File: src/rtl/xbar_prio_sched_pkg.sv
// Shared types and index helpers for the crossbar priority-pointer scheduler.
package xbar_prio_sched_pkg;

  typedef enum logic [1:0] {
    IDLE    = 2'd0,
    WAIT    = 2'd1,
    STARVED = 2'd2
  } starve_state_e;

  // Widest initiator set the circular scan supports.
  localparam int MaskW = 32;

  function automatic int wrap_inc(input int value, input int modulus);
    return (value + 1 >= modulus) ? 0 : value + 1;
  endfunction

  // Unused upper mask bits must be zero, so wrapping over MaskW equals wrapping over NumIn.
  function automatic int circ_first(input logic [MaskW-1:0] mask, input int start);
    int res;
    int idx;
    res = start;
    for (int k = MaskW - 1; k >= 0; k--) begin
      idx = (start + k) % MaskW;
      if (mask[idx]) res = idx;
    end
    return res;
  endfunction

endpackage

File: src/rtl/xbar_starve_mon.sv
// Single-initiator starvation monitor: IDLE/WAIT/STARVED FSM with saturating stall counter.
// XBAR_PRIO_SCHED_STATS_EN adds a saturating count of STARVED entries.
module xbar_starve_mon
  import xbar_prio_sched_pkg::*;
#(
  parameter int TgtW         = 2,
  parameter int StarveThresh = 16
) (
  input  logic            clk,
  input  logic            rst,
  input  logic            req_valid,
  input  logic            req_ready,
  input  logic [TgtW-1:0] tgt_addr,
  output logic            starved,
  output logic [TgtW-1:0] stgt
`ifdef XBAR_PRIO_SCHED_STATS_EN
  ,
  output logic [31:0]     event_cnt
`endif
);

  localparam int CntW = $clog2(StarveThresh + 1);
  localparam logic [CntW-1:0] CntMax  = '1;
  localparam logic [CntW-1:0] CntLast = CntW'(StarveThresh - 1);

  starve_state_e   state_q, state_d;
  logic [CntW-1:0] cnt_q, cnt_d;
  logic [TgtW-1:0] stgt_q, stgt_d;
  logic            stall, same_tgt, enter;

  assign stall    = req_valid & ~req_ready;
  assign same_tgt = (tgt_addr == stgt_q);

  always_ff @(posedge clk or posedge rst) begin
    if (rst) begin
      state_q <= IDLE;
      cnt_q   <= '0;
      stgt_q  <= '0;
    end else begin
      state_q <= state_d;
      cnt_q   <= cnt_d;
      stgt_q  <= stgt_d;
    end
  end

  always_comb begin
    state_d = state_q;
    cnt_d   = cnt_q;
    stgt_d  = stgt_q;
    enter   = 1'b0;
    case (state_q)
      IDLE: begin
        if (stall) begin
          stgt_d = tgt_addr;
          cnt_d  = CntW'(1);
          if (StarveThresh == 1) begin
            state_d = STARVED;
            enter   = 1'b1;
          end else begin
            state_d = WAIT;
          end
        end
      end
      WAIT: begin
        // A handshake, valid drop or retarget all leave the stall episode.
        if (stall && same_tgt) begin
          if (cnt_q != CntMax) cnt_d = cnt_q + CntW'(1);
          if (cnt_q == CntLast) begin
            state_d = STARVED;
            enter   = 1'b1;
          end
        end else begin
          state_d = IDLE;
          cnt_d   = '0;
        end
      end
      STARVED: begin
        if (stall && same_tgt) begin
          if (cnt_q != CntMax) cnt_d = cnt_q + CntW'(1);
        end else begin
          state_d = IDLE;
          cnt_d   = '0;
        end
      end
      default: begin
        state_d = IDLE;
        cnt_d   = '0;
      end
    endcase
  end

  assign starved = (state_q == STARVED);
  assign stgt    = stgt_q;

`ifdef XBAR_PRIO_SCHED_STATS_EN
  logic [31:0] event_q;

  always_ff @(posedge clk or posedge rst) begin
    if (rst) begin
      event_q <= '0;
    end else if (enter && (event_q != 32'hFFFF_FFFF)) begin
      event_q <= event_q + 32'd1;
    end
  end

  assign event_cnt = event_q;
`else
  logic unused_enter;
  assign unused_enter = enter;
`endif

endmodule

File: src/rtl/xbar_prio_sched.sv
// Round-robin priority pointers for a full-duplex crossbar, with starvation override on request side.
// XBAR_PRIO_SCHED_STATS_EN adds starve_events_o (32-bit saturating STARVED-entry count per initiator).
module xbar_prio_sched
  import xbar_prio_sched_pkg::*;
#(
  parameter int NumIn        = 4,
  parameter int NumOut       = 4,
  parameter int StarveThresh = 16,
  localparam int TgtIniW     = $clog2(NumIn),
  localparam int IniTgtW     = $clog2(NumOut)
) (
  input  logic                       clk_i,
  input  logic                       rst_i,
  input  logic [NumIn-1:0]           req_valid_i,
  input  logic [NumIn-1:0]           req_ready_i,
  input  logic [NumIn*IniTgtW-1:0]   req_tgt_addr_i,
  input  logic [NumOut-1:0]          tgt_req_valid_i,
  input  logic [NumOut-1:0]          tgt_req_ready_i,
  input  logic [NumOut*TgtIniW-1:0]  tgt_req_ini_addr_i,
  input  logic [NumOut-1:0]          tgt_resp_valid_i,
  input  logic [NumOut-1:0]          tgt_resp_ready_i,
  input  logic [NumOut*TgtIniW-1:0]  tgt_resp_ini_addr_i,
  output logic [NumOut*TgtIniW-1:0]  req_rr_o,
  output logic [NumIn*IniTgtW-1:0]   resp_rr_o,
  output logic [NumIn-1:0]           starved_o
`ifdef XBAR_PRIO_SCHED_STATS_EN
  ,
  output logic [NumIn*32-1:0]        starve_events_o
`endif
);

  if (NumIn < 2 || NumIn > MaskW) begin : g_bad_numin
    $fatal(1, "xbar_prio_sched: NumIn must be in 2..32");
  end
  if (NumOut < 2) begin : g_bad_numout
    $fatal(1, "xbar_prio_sched: NumOut must be >= 2");
  end
  if (StarveThresh < 1) begin : g_bad_thresh
    $fatal(1, "xbar_prio_sched: StarveThresh must be >= 1");
  end

  logic [TgtIniW-1:0] ptr_q  [NumOut];
  logic [IniTgtW-1:0] rptr_q [NumIn];
  logic [NumIn-1:0]   starved;
  logic [IniTgtW-1:0] stgt   [NumIn];
  logic [MaskW-1:0]   smask  [NumOut];

  always_ff @(posedge clk_i or posedge rst_i) begin
    if (rst_i) begin
      for (int t = 0; t < NumOut; t++) ptr_q[t] <= '0;
      for (int i = 0; i < NumIn; i++) rptr_q[i] <= '0;
    end else begin
      for (int t = 0; t < NumOut; t++) begin
        if (tgt_req_valid_i[t] && tgt_req_ready_i[t]) begin
          ptr_q[t] <= TgtIniW'(wrap_inc(int'(tgt_req_ini_addr_i[t*TgtIniW +: TgtIniW]), NumIn));
        end
      end
      // Ascending t with non-blocking updates: the highest responding target wins.
      for (int t = 0; t < NumOut; t++) begin
        for (int i = 0; i < NumIn; i++) begin
          if (tgt_resp_valid_i[t] && tgt_resp_ready_i[t] &&
              tgt_resp_ini_addr_i[t*TgtIniW +: TgtIniW] == TgtIniW'(i)) begin
            rptr_q[i] <= IniTgtW'(wrap_inc(t, NumOut));
          end
        end
      end
    end
  end

  for (genvar i = 0; i < NumIn; i++) begin : g_mon
    xbar_starve_mon #(
      .TgtW         (IniTgtW),
      .StarveThresh (StarveThresh)
    ) u_mon (
      .clk       (clk_i),
      .rst       (rst_i),
      .req_valid (req_valid_i[i]),
      .req_ready (req_ready_i[i]),
      .tgt_addr  (req_tgt_addr_i[i*IniTgtW +: IniTgtW]),
      .starved   (starved[i]),
      .stgt      (stgt[i])
`ifdef XBAR_PRIO_SCHED_STATS_EN
      ,
      .event_cnt (starve_events_o[i*32 +: 32])
`endif
    );
  end

  always_comb begin
    for (int t = 0; t < NumOut; t++) begin
      smask[t] = '0;
      for (int i = 0; i < NumIn; i++) begin
        smask[t][i] = starved[i] && (stgt[i] == IniTgtW'(t));
      end
    end
  end

  always_comb begin
    req_rr_o = '0;
    for (int t = 0; t < NumOut; t++) begin
      if (|smask[t]) begin
        req_rr_o[t*TgtIniW +: TgtIniW] = TgtIniW'(circ_first(smask[t], int'(ptr_q[t])));
      end else begin
        req_rr_o[t*TgtIniW +: TgtIniW] = ptr_q[t];
      end
    end
  end

  always_comb begin
    resp_rr_o = '0;
    for (int i = 0; i < NumIn; i++) begin
      resp_rr_o[i*IniTgtW +: IniTgtW] = rptr_q[i];
    end
  end

  assign starved_o = starved;

endmodule

File: config.mk
export PLATFORM = sky130hd
export DESIGN_NAME = xbar_prio_sched
export DESIGN_NICKNAME = d
export VERILOG_FILES = /design/src/rtl/xbar_prio_sched_pkg.sv /design/src/rtl/xbar_starve_mon.sv /design/src/rtl/xbar_prio_sched.sv
export SDC_FILE = /design/constraint.sdc
export NUM_CORES = 1
export LEC_CHECK = 0
export BUFFER_PORTS_ARGS = -buffer_cell sky130_fd_sc_hd__clkbuf_2
export CAP_MARGIN = 30
export CORE_UTILIZATION = 47
export CTS_CLUSTER_SIZE = 40
export DETAILED_ROUTE_END_ITERATION = 12
export PLACE_DENSITY_LB_ADDON = 0.1
export SYNTH_ARGS = -nofsm -noshare
export SYNTH_HDL_FRONTEND = slang
export SYNTH_SLANG_ARGS = --single-unit
File: constraint.sdc
create_clock -name clk_i -period 1.95 [get_ports clk_i]
set_input_delay 0.0975 -clock clk_i [delete_from_list [all_inputs] [get_ports clk_i]]
set_output_delay 0.0975 -clock clk_i [all_outputs]
set_load 0.1 [all_outputs]
* Word-level counts from Yosys, hierarchy flattened
Cells that the tools add are included.
** Storage, ports and cells
- Output and inout port bits :: 20
- Register bits after elaboration :: 52
- Input port bits :: 50
** Operators by class
- Order comparisons :: 132
- Add/sub/neg operators :: 132
- Bitwise logic cells :: 132
- Reduce and logical (&&, ||, !) cells :: 204
- Equality and inequality tests :: 60
- Multiplexer cells :: 568
** Operators with widths (count)
- 6-bit by 7-bit < comparator with 1-bit output (second input constant) :: 124
- 1-bit binary-select mux with 5-bit select :: 124
- 5-bit OR reduction :: 124
- 2-bit two-way mux :: 168
- 2-bit by 5-bit adder with 5-bit output (second input constant) :: 64
- 1-bit two-way mux :: 252
- 2-bit by 4-bit adder with 5-bit output (second input constant) :: 32
- 1-bit AND (first input constant) :: 124
- 2-bit by 3-bit adder with 4-bit output (second input constant) :: 16
- 5-bit two-way mux :: 12
- 1-bit logical AND :: 44
- 2-bit == test (second input constant) :: 20
- 5-bit one-hot mux with 2 select lines :: 4
- 2-bit by 1-bit adder with 3-bit output (second input constant) :: 8
- 2-bit by 2-bit adder with 3-bit output (second input constant) :: 8
- 2-bit by 1-bit == test with 1-bit output (second input constant) :: 12
- 2-bit logical NOT :: 12
- 2-bit by 6-bit < comparator with 1-bit output (second input constant) :: 4
- 3-bit inequality test (second input constant) :: 8
- 2-bit one-hot mux with 3 select lines :: 4
- 5-bit by 1-bit adder with 5-bit output (second input constant) :: 4
- 5-bit by 4-bit == test with 1-bit output (second input constant) :: 4
- 5-bit inequality test (second input constant) :: 4
- 2-bit AND reduction :: 8
- 11 further kinds :: 44

* Logic depth before layout (Yosys ltp)
- Word-level depth :: 39
- Gate-level depth with buffers :: 8
- Gate-level depth less buffers :: 7

* By module
From an unflattened synthesis, not the netlist that was laid out.
** Unflattened totals
- Cell total of the unflattened synthesis :: 536
- Area, all modules :: 4738.3 µm²
** Modules (own cells, without submodules)
- xbar_prio_sched :: cells each 273, seq. area each 400.4 µm², times used 1, area each 2212.1 µm²
- xbar_starve_mon at g_mon[0].u_mon ... :: cells each 65, seq. area each 225.2 µm², times used 3, area each 628.1 µm²
- xbar_starve_mon at g_mon[3].u_mon :: cells each 68, seq. area each 225.2 µm², times used 1, area each 641.9 µm²

* Least setup slack after synthesis
Ideal clock, no wire load.
- Path kind :: reg2out
- From :: register g_mon[2].u_mon.state_q[0]
- To :: output req_rr_o[1]
- Data required time :: 1.852 ns
- Slack :: -2.229 ns
- Data arrival time :: 4.081 ns
- Cell stages (with the launch flop) :: 9
- Path buffers :: 1
- Cells stage by stage :: dfrtp_1 -> inv_1 -> ha_1 -> buf_4 -> nor4bb_1 -> nor2_1 -> a2bb2oi_1 -> o221a_2 -> o32ai_1
** On the way
- Word-level cells in the longest chain between the ends :: 38
** RTL lines
- start: declaration :: line xbar_starve_mon.sv:26 : starve_state_e state_q, state_d;
- start signal: assignment :: line xbar_starve_mon.sv:40 : state_q <= state_d;
- 2-bit == test * :: line xbar_starve_mon.sv:92 : assign starved = (state_q == STARVED);
- via g_mon[2].u_mon.starved :: line xbar_starve_mon.sv:14 : output logic starved,
- 1-bit logical AND * :: line xbar_prio_sched.sv:93 : smask[t][i] = starved[i] && (stgt[i] == IniTgtW'(t));
- 1-bit binary-select mux with 5-bit select :: line xbar_prio_sched_pkg.sv:24 : if (mask[idx]) res = idx;
- 1-bit two-way mux (implied by the code) (2 in a row) :: line xbar_prio_sched_pkg.sv:24
- 2-bit two-way mux (32 in a row) :: line xbar_prio_sched_pkg.sv:24
- 2-bit two-way mux * :: line xbar_prio_sched.sv:101 : if (|smask[t]) begin
- end: declaration :: line xbar_prio_sched.sv:23 : output logic [NumOut*TgtIniW-1:0] req_rr_o,
Mark *: on every way through the listed nets, which the timed path passes. The rest lies on a longest branch. The select of a mux whose other input is x is not followed.

* Worst setup path in the final report
- From :: register g_mon[0].u_mon.state_q[0]
- To :: output req_rr_o[0]
** On the way
- Word-level cells in the longest chain between the ends :: 38
** RTL lines (line)
- start: declaration :: xbar_starve_mon.sv:26
- start signal: assignment :: xbar_starve_mon.sv:40
- 2-bit == test * :: xbar_starve_mon.sv:92
- 1-bit logical AND * :: xbar_prio_sched.sv:93
- 1-bit binary-select mux with 5-bit select :: xbar_prio_sched_pkg.sv:24
- 1-bit two-way mux (implied by the code) (2 in a row) :: xbar_prio_sched_pkg.sv:24
- 2-bit two-way mux (32 in a row) :: xbar_prio_sched_pkg.sv:24
- 2-bit two-way mux * :: xbar_prio_sched.sv:101
Every way passes the cells marked *; elsewhere a longest branch is shown, timed or not. The select of a mux whose other input is x is not followed.

==> results.md <==
Status:
- The flow ran to the end, but the final reports show violations.
- The final reports fail on setup timing.

Floorplanning:
- The total area inside the core boundary comes to 9200 sq um.
- The floorplan has 35 rows.
- The horizontal die dimension is 99.3 um.
- The die covers 9860 sq um.
- 70 I/O pins were placed.
- The floorplan die height is 99.3 um.
- Once the floorplan was initialized, standard cells occupied 48.4% of the core.

Drt:
- The aggregate routed wire length is 12.1 mm.
- The first-iteration detailed-routing DRC count is 260.
- Before antenna repair, the detailed router went through 4 iterations.
- The remaining design rule violation count is 0.
- Using the TritonRoute via totals, the vias-per-cell ratio works out to 5.72.
- The count of vias placed by the detailed router is 4,553.
- The post-detailed-route wirelength per cell is 15.2 um.
- Once detail routing completed, the nets flagged for antenna violations numbered 0.

Yosys:
- By area, the combinational part of the netlist is dominated by simple AND/OR/NAND/NOR gates.
- Of the total synthesized cell area, the portion taken by XOR and XNOR cells is 1.58%.
- Synthesis handed over a netlist of 511 instances.
- After Yosys synthesis, and, or, nand and nor cells account for 23.8% of the synthesized area.
- After Yosys synthesis, full adders, half adders and majority gates account for 11.3% of the synthesized area.
- The count of synthesis-stage warnings from yosys is 0.
- The share of Yosys cell area claimed by the top area cell type is 29.3%.
- The number of enable-type register cells in the synthesized netlist is 0.
- The synthesized netlist devotes 19.4% of its cell area to compound gates.
- The sequential element share of the synthesized area is 29.3%.
- The share of synthesized flip-flops with an asynchronous set or reset is 100%.
- When the netlist entered floorplanning its net count stood at 601.
- Dividing the synthesized area by the synthesized cell count gives 8.70 sq um.
- The mapped cell area is 4450 sq um.
- In this run, synthesis produced a sequential element count of 52.
- After synthesis, the netlist uses 69 different library cells.
- The biggest area contributor in the post-synthesis netlist is dfrtp_1.
- The most used flip-flop cell after synthesis is dfrtp_1.
- Multiplexer cells account for 8.27% of the synthesized area.
- Ranked by total cell area, the synthesized netlist is headed by dfrtp_1 29%, ha_1 11%, nand2_1 4.3%.

Clock tree:
- The later pin in the worst-skew pair is clocked with a latency of 0.31 ns.
- The clock transition at the register clock pins on the worst setup and hold paths after CTS is 0.10 ns.
- CTS saw 52 sinks.
- Counting the buffers created by CTS gives 5.
- The clock tree synthesis step divided the H-tree into 2 levels.
- The root buffer cell is clkbuf_8.
- The TritonCTS clock tree is yes.
- No sink is reached through more buffers than the 2 on the longest clock path.

Power:
- The power per unit of standard cell area is 869 nW/um^2.
- The overall power after layout is 5.76 mW.
- The static leakage is 2.91 nW.
- The largest voltage drop on the vdd net is 0.000548 V.

Global route:
- The largest net degree at the start of global routing is 28.
- Global routing used 24.6% of the available tracks.
- The total overflow reported by the global router is 0.
- The via count of the first global-routing pass is 4,417.
- The global-route wire length before repair is 19.8 mm.
- The number of antenna violations at the first check in global routing came to 0.

STA:
- For the final database, setup skew stands at 0.0101 ns.
- The worst path uses 138% of the clock period.
- The slew of the pin with the lowest slew margin is 0.644 ns.
- The final count of pins violating max slew came to 0.
- The shortest period the worst path allows is 2.70 ns.
- Measured against its own limit, the worst slew margin works out to 57.0%.
- Adding up every negative setup slack in the final design gives -5.05 ns.
- Across all setup checks in the final design, the least slack found is -0.750 ns.
- Setup violations remaining at the end of the flow were counted as 9.
- Timing would allow up to 0.370 GHz.
- The number of failing hold endpoints at the final stage is 0.
- Setup repair after global routing could not meet its margin everywhere.

Setup path:
- In this run the worst path has a maximum fanout of 2.
- The cell count of the worst reg-to-reg path is 10.
- The critical path in this run is classified as flop to output pin.
- Data on the critical path is required at its endpoint by 1.85 ns.
- For the worst setup path, the data arrival time is 2.60 ns.
- The worst setup path is launched from a flop.
- The capturing element type of the critical path is an output pin.

Cells and area:
- The post-route netlist has 43.6% of its cells at a drive strength greater than 1.
- The number of nets in the layout is 774.
- The synthesis-to-finish area growth is 48.9%.
- The repair_antennas step left the layout with diodes totalling 0.
- Excluding fillers, the count of instances in the completed layout stands at 796.

Place:
- The detailed-placement wirelength estimate is 9.03 mm.
- At the placement stage, the worst setup path has a slack of -0.459 ns.
- Counting tap cells, the placed design contains a total of 767 instances.
- Input and output buffers added on the ports amount to 69.
- Routability-driven placement finished with a final weighted congestion of 0.901.

Worst hold path:
- The tightest min-delay check is of the input pin to flop type.
- The cell depth of the worst hold path is 3.

Flow run:
- The max-cap violation count is 0.
-- cell usage after synthesis (4+ instances only) --
cell type  instances
o31ai_1           13
buf_4              8
nor2b_1           12
o22ai_1            6
inv_1             41
a31oi_1            6
xnor2_1            8
ha_1              40
nor4_1             4
nand2_1           51
nor3b_1            5
a21oi_1           23
and3_1             5
mux4_2             4
nor2_1            31
mux2_2            14
o21ai_0           24
o21bai_1           5
nand2b_1           6
nor3_1            12
nand3_1           19
o32ai_1            7
buf_2              8
mux2i_1           12
o211ai_1           5
nand4_1            6
dfrtp_1           52
nand3b_1          10
a211oi_1           4
-- cell families (layout without fill, tap and decap cells) --
logic type      Yosys count  in the layout
compound gates          126            126
xor+xnor                  8              8
fa+ha+maj                40             40
buf+inv                  62            236
flops                    52             52
mux                      30             30
simple gates            193            193
-- where the power goes --
part,total [mW],internal [mW],switching [mW]
logic,3.31,1.44,1.86
clock network,0.911,0.517,0.394
registers,1.54,1.32,0.223
-- worst max-delay path, stage by stage (launching register included) --
cell and delay [ns]:
dfrtp_1 0.41, inv_2 0.08, ha_4 0.12, or4b_4 0.47
and2_4 0.16, or3_4 0.35, o221a_4 0.29, mux2i_4 0.20
buf_12 0.20
-- sequential cells by signal, summed over array words and instances, names as in the netlist --
register / cells
g_mon.u_mon.cnt_q: 20
g_mon.u_mon.state_q: 8
g_mon.u_mon.stgt: 8
ptr_q: 8
resp_rr_o: 8
-- path summary, 6_finish.rpt --
check,slack [ns],from,end
min reg2reg,0.48,g_mon[3].u_mon.cnt_q[3],g_mon[3].u_mon.cnt_q[3]
max in group asynchronous,0.98,rst_i,g_mon[3].u_mon.state_q[0]
min,0.05,tgt_req_ready_i[2],ptr_q[2]
min in group asynchronous,0.39,rst_i,resp_rr_o[1]
max,-0.75,g_mon[0].u_mon.state_q[0],req_rr_o[0]
max reg2reg,-0.08,g_mon[2].u_mon.state_q[1],g_mon[2].u_mon.cnt_q[3]
-- layer usage --
| metal | up-vias | routed length (um) | global-route usage [%] | part of all wire [%] |
|---|---|---|---|---|
| met5 | - | 0 | 0 | 0 |
| met4 | 0 | 260 | 8.71 | 2.1 |
| met3 | 25 | 409 | 3.16 | 3.4 |
| met2 | 106 | 6550 | 46.9 | 54 |
| met1 | 2192 | 4900 | 28.1 | 40 |
| li1 | 2230 | - | - | - |
-- cell usage in the layout (no fill, tap or decap), drive strengths merged, types with 7 or more instances in the layout --
| master | count |
|---|---|
| buf | 121 |
| clkbuf | 66 |
| dfrtp | 52 |
| nand2 | 51 |
| inv | 42 |
| ha | 40 |
| nor2 | 31 |
| o21ai | 28 |
| a21oi | 23 |
| nand3 | 19 |
| mux2 | 14 |
| o31ai | 13 |
| nor3 | 13 |
| nor2b | 12 |
| mux2i | 12 |
| nand3b | 10 |
| xnor2 | 8 |
| nand4 | 7 |
| o32ai | 7 |
-- area by class of cell --
cell class	instances	area (sq um)
clock buffer	5	68.8
clock inverter	3	68.8
fill	688	2570
inverter	41	166
multi-input combinational	397	3440
sequential	52	1300
tap	111	139
timing repair buffer	187	1430
-- what timing repair did --
item                                    CTS  global route
resized for setup                        47            46
endpoints found under the setup margin   10            12
buffers inserted                          8             8
hold buffers                              5             0
hold endpoints to repair                 30             0
cloned                                    0             1
pin swaps                                20            14
-- through the flow --
stage	hold slack (ns)	util (%)	area [sq um]
after floorplan	0.190	-	4710
final	0.0538	72.0	6620
after global placement	0.200	63.9	5880
after detailed placement	0.212	63.9	5880
after global routing	0.0411	72.0	6620
after CTS	0.0348	69.0	6340
Note: power is estimated with default switching activity, not from simulation.
